### config.mk
export PLATFORM = sky130hd
export DESIGN_NAME = crc_frame_scheduler
export DESIGN_NICKNAME = d
export VERILOG_FILES = /design/src/rtl/crc_frame_scheduler.sv
export SDC_FILE = /design/constraint.sdc
export NUM_CORES = 1
export LEC_CHECK = 0
export BUFFER_PORTS_ARGS = -buffer_cell sky130_fd_sc_hd__buf_2
export CORE_MARGIN = 2
export CORE_UTILIZATION = 39
export DETAILED_ROUTE_END_ITERATION = 12
export GPL_TIMING_DRIVEN = 0
export PLACE_DENSITY = 0.88
export SYNTH_ARGS = -nofsm -noshare
export SYNTH_HDL_FRONTEND = slang
export SYNTH_SLANG_ARGS = --single-unit
### constraint.sdc
create_clock -name axis_aclk -period 1.67 [get_ports axis_aclk]
set_clock_uncertainty 0.2 [all_clocks]
set_input_delay 0.2505 -clock axis_aclk [delete_from_list [all_inputs] [get_ports axis_aclk]]
set_output_delay 0.2505 -clock axis_aclk [all_outputs]
set_load 0.05 [all_outputs]
### src/rtl/crc_frame_scheduler.sv
// Two-requester AXI-Stream framer: round-robin grant, payload pass-through into a shared CRC
// engine, CRC word appended with m_tlast. Define CRC_FRAME_TIMEOUT_EN to bound the CRC wait.
module crc_frame_scheduler #(
    parameter int DATA_WIDTH  = 32,
    parameter int MAX_WORDS   = 256,
    parameter int CRC_TIMEOUT = 16
) (
    input  logic                  axis_aclk,
    input  logic                  axis_aresetn,
    input  logic [DATA_WIDTH-1:0] s0_tdata,
    input  logic                  s0_tvalid,
    input  logic                  s0_tlast,
    output logic                  s0_tready,
    input  logic [DATA_WIDTH-1:0] s1_tdata,
    input  logic                  s1_tvalid,
    input  logic                  s1_tlast,
    output logic                  s1_tready,
    output logic [DATA_WIDTH-1:0] crc_data_in,
    output logic                  crc_data_in_valid,
    output logic                  crc_clear,
    input  logic [DATA_WIDTH-1:0] crc_data_out,
    input  logic                  crc_frame_ready,
    output logic [DATA_WIDTH-1:0] m_tdata,
    output logic                  m_tvalid,
    output logic                  m_tlast,
    output logic                  m_tid,
    input  logic                  m_tready,
    output logic                  err_trunc,
    output logic                  err_timeout
);
    localparam int CW = $clog2(MAX_WORDS + 1);

    typedef enum logic [2:0] {IDLE, CLEAR, PASS, WAIT_CRC, SEND_CRC} state_t;

    state_t                state, state_nx;
    logic                  grant, grant_nx;
    logic                  ptr, ptr_nx;
    logic [CW-1:0]         beat_cnt, beat_cnt_nx;
    logic [DATA_WIDTH-1:0] crc_hold, crc_hold_nx;

    logic                  sel_valid, sel_last, beat, last_beat;
    logic [DATA_WIDTH-1:0] sel_data;

    logic                  s0_ready_c, s1_ready_c, m_tvalid_c, m_tlast_c, m_tid_c;
    logic                  crc_clear_c, crc_valid_c, err_trunc_c;
    logic [DATA_WIDTH-1:0] m_tdata_c, crc_data_c;

`ifdef CRC_FRAME_TIMEOUT_EN
    localparam int TW = $clog2(CRC_TIMEOUT + 1);
    logic [TW-1:0] tmo_cnt, tmo_cnt_nx;
    logic          err_timeout_c;
`endif

    assign sel_valid = grant ? s1_tvalid : s0_tvalid;
    assign sel_last  = grant ? s1_tlast  : s0_tlast;
    assign sel_data  = grant ? s1_tdata  : s0_tdata;
    assign beat      = (state == PASS) && sel_valid && m_tready;
    // The MAX_WORDS-th beat closes the frame even without tlast.
    assign last_beat = beat && (sel_last || (beat_cnt == CW'(MAX_WORDS - 1)));

    always_comb begin
        state_nx    = state;
        grant_nx    = grant;
        ptr_nx      = ptr;
        beat_cnt_nx = beat_cnt;
        crc_hold_nx = crc_hold;
        s0_ready_c  = 1'b0;
        s1_ready_c  = 1'b0;
        m_tvalid_c  = 1'b0;
        m_tlast_c   = 1'b0;
        m_tid_c     = 1'b0;
        m_tdata_c   = '0;
        crc_clear_c = 1'b0;
        crc_valid_c = 1'b0;
        crc_data_c  = '0;
        err_trunc_c = 1'b0;
`ifdef CRC_FRAME_TIMEOUT_EN
        tmo_cnt_nx    = tmo_cnt;
        err_timeout_c = 1'b0;
`endif
        unique case (state)
            IDLE: begin
                if (s0_tvalid || s1_tvalid) begin
                    // Pointer only arbitrates a tie; a lone requester always wins.
                    grant_nx = (s0_tvalid && s1_tvalid) ? ptr : s1_tvalid;
                    state_nx = CLEAR;
                end
            end
            CLEAR: begin
                crc_clear_c = 1'b1;
                beat_cnt_nx = '0;
                state_nx    = PASS;
            end
            PASS: begin
                s0_ready_c  = !grant && m_tready;
                s1_ready_c  = grant && m_tready;
                m_tvalid_c  = sel_valid;
                m_tdata_c   = sel_data;
                m_tid_c     = grant;
                crc_data_c  = sel_data;
                crc_valid_c = beat;
`ifdef CRC_FRAME_TIMEOUT_EN
                tmo_cnt_nx  = '0;
`endif
                if (beat) beat_cnt_nx = beat_cnt + 1'b1;
                if (last_beat) begin
                    err_trunc_c = !sel_last;
                    state_nx    = WAIT_CRC;
                end
            end
            WAIT_CRC: begin
                if (crc_frame_ready) begin
                    crc_hold_nx = crc_data_out;
                    state_nx    = SEND_CRC;
                end
`ifdef CRC_FRAME_TIMEOUT_EN
                else if (tmo_cnt == TW'(CRC_TIMEOUT - 1)) begin
                    err_timeout_c = 1'b1;
                    crc_hold_nx   = '1;
                    state_nx      = SEND_CRC;
                end else begin
                    tmo_cnt_nx = tmo_cnt + 1'b1;
                end
`endif
            end
            SEND_CRC: begin
                m_tvalid_c = 1'b1;
                m_tdata_c  = crc_hold;
                m_tlast_c  = 1'b1;
                m_tid_c    = grant;
                if (m_tready) begin
                    ptr_nx   = !grant;
                    state_nx = IDLE;
                end
            end
            default: state_nx = IDLE;
        endcase
    end

    always_ff @(posedge axis_aclk) begin
        if (!axis_aresetn) begin
            state    <= IDLE;
            grant    <= 1'b0;
            ptr      <= 1'b0;
            beat_cnt <= '0;
            crc_hold <= '0;
`ifdef CRC_FRAME_TIMEOUT_EN
            tmo_cnt  <= '0;
`endif
        end else begin
            state    <= state_nx;
            grant    <= grant_nx;
            ptr      <= ptr_nx;
            beat_cnt <= beat_cnt_nx;
            crc_hold <= crc_hold_nx;
`ifdef CRC_FRAME_TIMEOUT_EN
            tmo_cnt  <= tmo_cnt_nx;
`endif
        end
    end

    // Outputs are held at zero for as long as reset is asserted, not just after the edge.
    assign s0_tready         = axis_aresetn && s0_ready_c;
    assign s1_tready         = axis_aresetn && s1_ready_c;
    assign m_tvalid          = axis_aresetn && m_tvalid_c;
    assign m_tlast           = axis_aresetn && m_tlast_c;
    assign m_tid             = axis_aresetn && m_tid_c;
    assign m_tdata           = axis_aresetn ? m_tdata_c : '0;
    assign crc_clear         = axis_aresetn && crc_clear_c;
    assign crc_data_in_valid = axis_aresetn && crc_valid_c;
    assign crc_data_in       = axis_aresetn ? crc_data_c : '0;
    assign err_trunc         = axis_aresetn && err_trunc_c;
`ifdef CRC_FRAME_TIMEOUT_EN
    assign err_timeout       = axis_aresetn && err_timeout_c;
`else
    assign err_timeout       = 1'b0;
`endif

endmodule

==> summary.txt <==
Finish
  – Antenna cells: 0
  – Area Overhead vs Synth: 118.6%
  – Layout cells sized above 1: 59.11%
  – Post-route design area: 0.005958 mm2
  – Nets: 687

Setup path
  – Worst reg2reg setup slack: -0.39 ns
  – Worst r2r path cells: 7
  – Critical path class: reg -> out
  – FF-to-FF End: beat_cnt[5]
  – CP Capture Type: output port
  – RR Startpoint: state[0]
  – CP Max Fanout: 7
  – CP Data Arrival Time: 1.90 ns
  – Setup crit start kind: register
  – Worst path required time: 1.22 ns

Synthesis
  – Post-synthesis mux area share: 12.53%
  – Syn nets: 455
  – Netlist cell types: 40
  – Synth Area in Simple Gates: 23.51%
  – Mapped Avg Cell Area: 7.808 um2
  – Largest family of logic cells by synthesized area: simple AND/OR/NAND/NOR gates
  – Post-synth top flop: dfxtp_1
  – Post-synth EDFFs: 0
  – Adder-cell share of the synthesized area: 0.9183%
  – Synth async-reset ratio: 0%
  – Synth Area in Compound Gates: 22.54%
  – XOR/XNOR Fraction of Synth Area: 0.9642%
  – Synthesized area: 0.002725 mm2
  – Cells after Synth: 349
  – YS warnings: 0
  – Yosys reg bits: 46
  – Sequential area share after synthesis: 33.79%

Floorplan
  – I/O Pins: 177
  – Die W: 87.59 um
  – Die Y: 87.59 um
  – Core area: 0.006794 mm2
  – Floorplan row count: 30
  – DIE AREA: 0.007672 mm2
  – Starting density of the core: 40.11%

Power and ir drop
  – Max IR drop VDD: 335.0 uV
  – PD cells: 559.4 mW/mm2
  – Leakage: 2.483 nW

Routing
  – Number of routed nets with antenna violations: 0
  – Routed WL per cell: 18.86 um
  – WL final: 12,790 um
  – Router iterations before antenna repair: 4
  – Via count: 3,620
  – DRC viols: 0
  – Detailed Route Iter0 Violations: 138
  – Vias/cell: 5.339

Global route
  – Vias in the first global route: 3,637
  – Largest net degree at the start of global routing: 15
  – Initial antenna violation count: 0
  – Total gr overflow: 0
  – First-pass GRT wire length: 17,840 um
  – GRT Max-Usage Layer: met2
  – Met1 Usage GRT: 32.27%
  – Met3 Use GR: 6.503%
  – Total track usage: 30.01%
  – M2 GR Usage: 57.85%

CTS
  – TritonCTS buffer count: 5
  – TritonCTS clock tree: built
  – Clock sinks: 46
  – Clock transition at path regs: 0.09 ns
  – Clk_lat worst skew: 0.30 ns
  – CTS root buffer: clkbuf_8
  – Number of H-tree levels: 2
  – Longest Clk Path Bufs: 2

STA
  – Post-route setup slack: -0.6811 ns
  – Hold Fails Final Rpt: 0
  – Period utilization: 140.8%
  – Fin crit period: 2.351 ns
  – Final setup fails: 78
  – Achievable Freq: 0.4253 GHz
  – Slew HR: 64.80%
  – Final max-slew violation count: 0
  – Worst-margin pin slew: 0.5280 ns
  – RSZ-0062 raised after global routing: true

Placement
  – Dpl ws: -0.7552 ns
  – I/O Buffers: 174
  – DPL Wire Length: 7347 um
  – Area after DPL: 0.004343 mm2
  – Gpl congestion: 0.8826

Run status
  – Outcome: finished, violations left
  – Failing checks: setup timing

Worst hold path
  – Critical hold path startpoint: crc_data_out[9]
  – Min-delay worst type: in -> reg
  – Hold Path Sink: crc_hold[9]
  – Hold depth: 3

Flow run
  – Max-cap violations: 0
-- worst max-delay path: stages (launching register included) --
cell and delay [ns]:
dfxtp_2 0.35, buf_8 0.13, or3b_4 0.40, buf_12 0.17, buf_12 0.15, nor2_4 0.15
a21o_4 0.11, buf_8 0.14
-- worst max path at each step --
| stage | from | to | slack (ns) | depth (start not counted) |
|---|---|---|---|---|
| 2_1_floorplan | state[2] | m_tdata[10] | -0.43 | 6 |
| 3_3_place_gp | state[2] | m_tdata[21] | -0.74 | 6 |
| 3_5_place_dp | state[2] | m_tdata[21] | -0.76 | 6 |
| 4_1_cts | state[2] | m_tdata[22] | -0.67 | 7 |
| 5_1_grt | state[0] | m_tdata[29] | -0.72 | 7 |
| 6_report | state[0] | m_tdata[22] | -0.68 | 7 |
-- power breakdown --
group | switching, mW | total (mW) | internal [mW]
Combinational | 0.773 | 1.45 | 0.678
Sequential | 0.0229 | 1.15 | 1.12
Clock | 0.403 | 0.736 | 0.334
-- flip-flops by register name, summed over array words and instances, names as in the netlist --
name,flops
crc_hold,32
beat_cnt,9
state,3
grant,1
ptr,1
-- per-layer routing --
layer / wire length (um) / up-vias
li1: - / 1664
met1: 4596 / 1730
met2: 7023 / 192
met3: 813 / 34
met4: 354 / 0
met5: 0 / -
-- cells by family (layout without fill, tap and decap cells) --
logic type	count (synthesis)	after routing
AO/OA/AOI/OAI	85	85
AND/OR/NAND/NOR	146	146
other	1	1
XOR/XNOR	3	3
flip-flops	46	46
buffers and inverters	32	265
adder cells (fa/ha/maj)	2	2
multiplexers	34	34
-- metrics by stage --
stage / power [mW] / std cells / util, % / hold slack, ns / setup TNS, ns
global placement: 2.140 / 619 / 63.92 / 0.2479 / -39.08
floorplan: 1.898 / 349 / - / 0.1853 / -20.70
global route: 3.442 / 678 / 87.70 / 0.02063 / -47.18
finish: 3.333 / 678 / 87.70 / 0.02580 / -43.95
detailed placement: 2.163 / 619 / 63.92 / 0.2604 / -40.91
CTS: 3.166 / 671 / 83.17 / 0.01640 / -42.21
-- layout make-up --
| cell class | instances | area, um2 |
|---|---|---|
| clock buffer | 6 | 82.58 |
| multi-input combinational | 271 | 2366 |
| inverter | 3 | 15.01 |
| fill | 335 | 835.8 |
| buffer | 28 | 351.6 |
| clock inverter | 2 | 12.51 |
| tap | 96 | 120.1 |
| timing repair buffer | 226 | 2072 |
| sequential | 46 | 938.4 |
-- cell usage after synthesis (all sizes together), types with 2 or more instances --
library cell,number,area (um2)
o21ai,6,30.03
a21boi,32,240.2
xor2,2,17.52
o31ai,3,22.52
nand4,2,12.51
mux2i,33,330.3
buf,14,85.08
or4,2,15.01
or3,2,12.51
a21o,34,255.2
dfxtp,46,920.9
inv,3,11.26
clkbuf,15,56.30
ha,2,25.02
nor3b,3,22.52
nand2,72,270.3
and3,3,18.77
nor3,2,10.01
nand2b,4,25.02
nand3,9,45.04
a21oi,6,30.03
nor2,40,150.1
-- cell usage in the layout, fill, tap and decap left out, types with 15 or more instances in the layout --
cell and instances:
a21boi_1 32, dfxtp_1 36, buf_6 15, mux2i_1 23, nor2_4 35, buf_8 63
nand2_1 71, buf_2 104, a21o_4 33, dlygate4sd3_1 31, buf_4 20
-- timing repair --
| item | in CTS | in global routing |
|---|---|---|
| hold endpoints to repair | 31 | 0 |
| gates resized for setup | 237 | 61 |
| gates cloned | 1 | 1 |
| hold buffers | 31 | 0 |
| setup buffers | 12 | 7 |
| setup endpoints to repair | 110 | 111 |
| pin swaps | 12 | 13 |
Note: power is estimated with default switching activity, not from simulation.
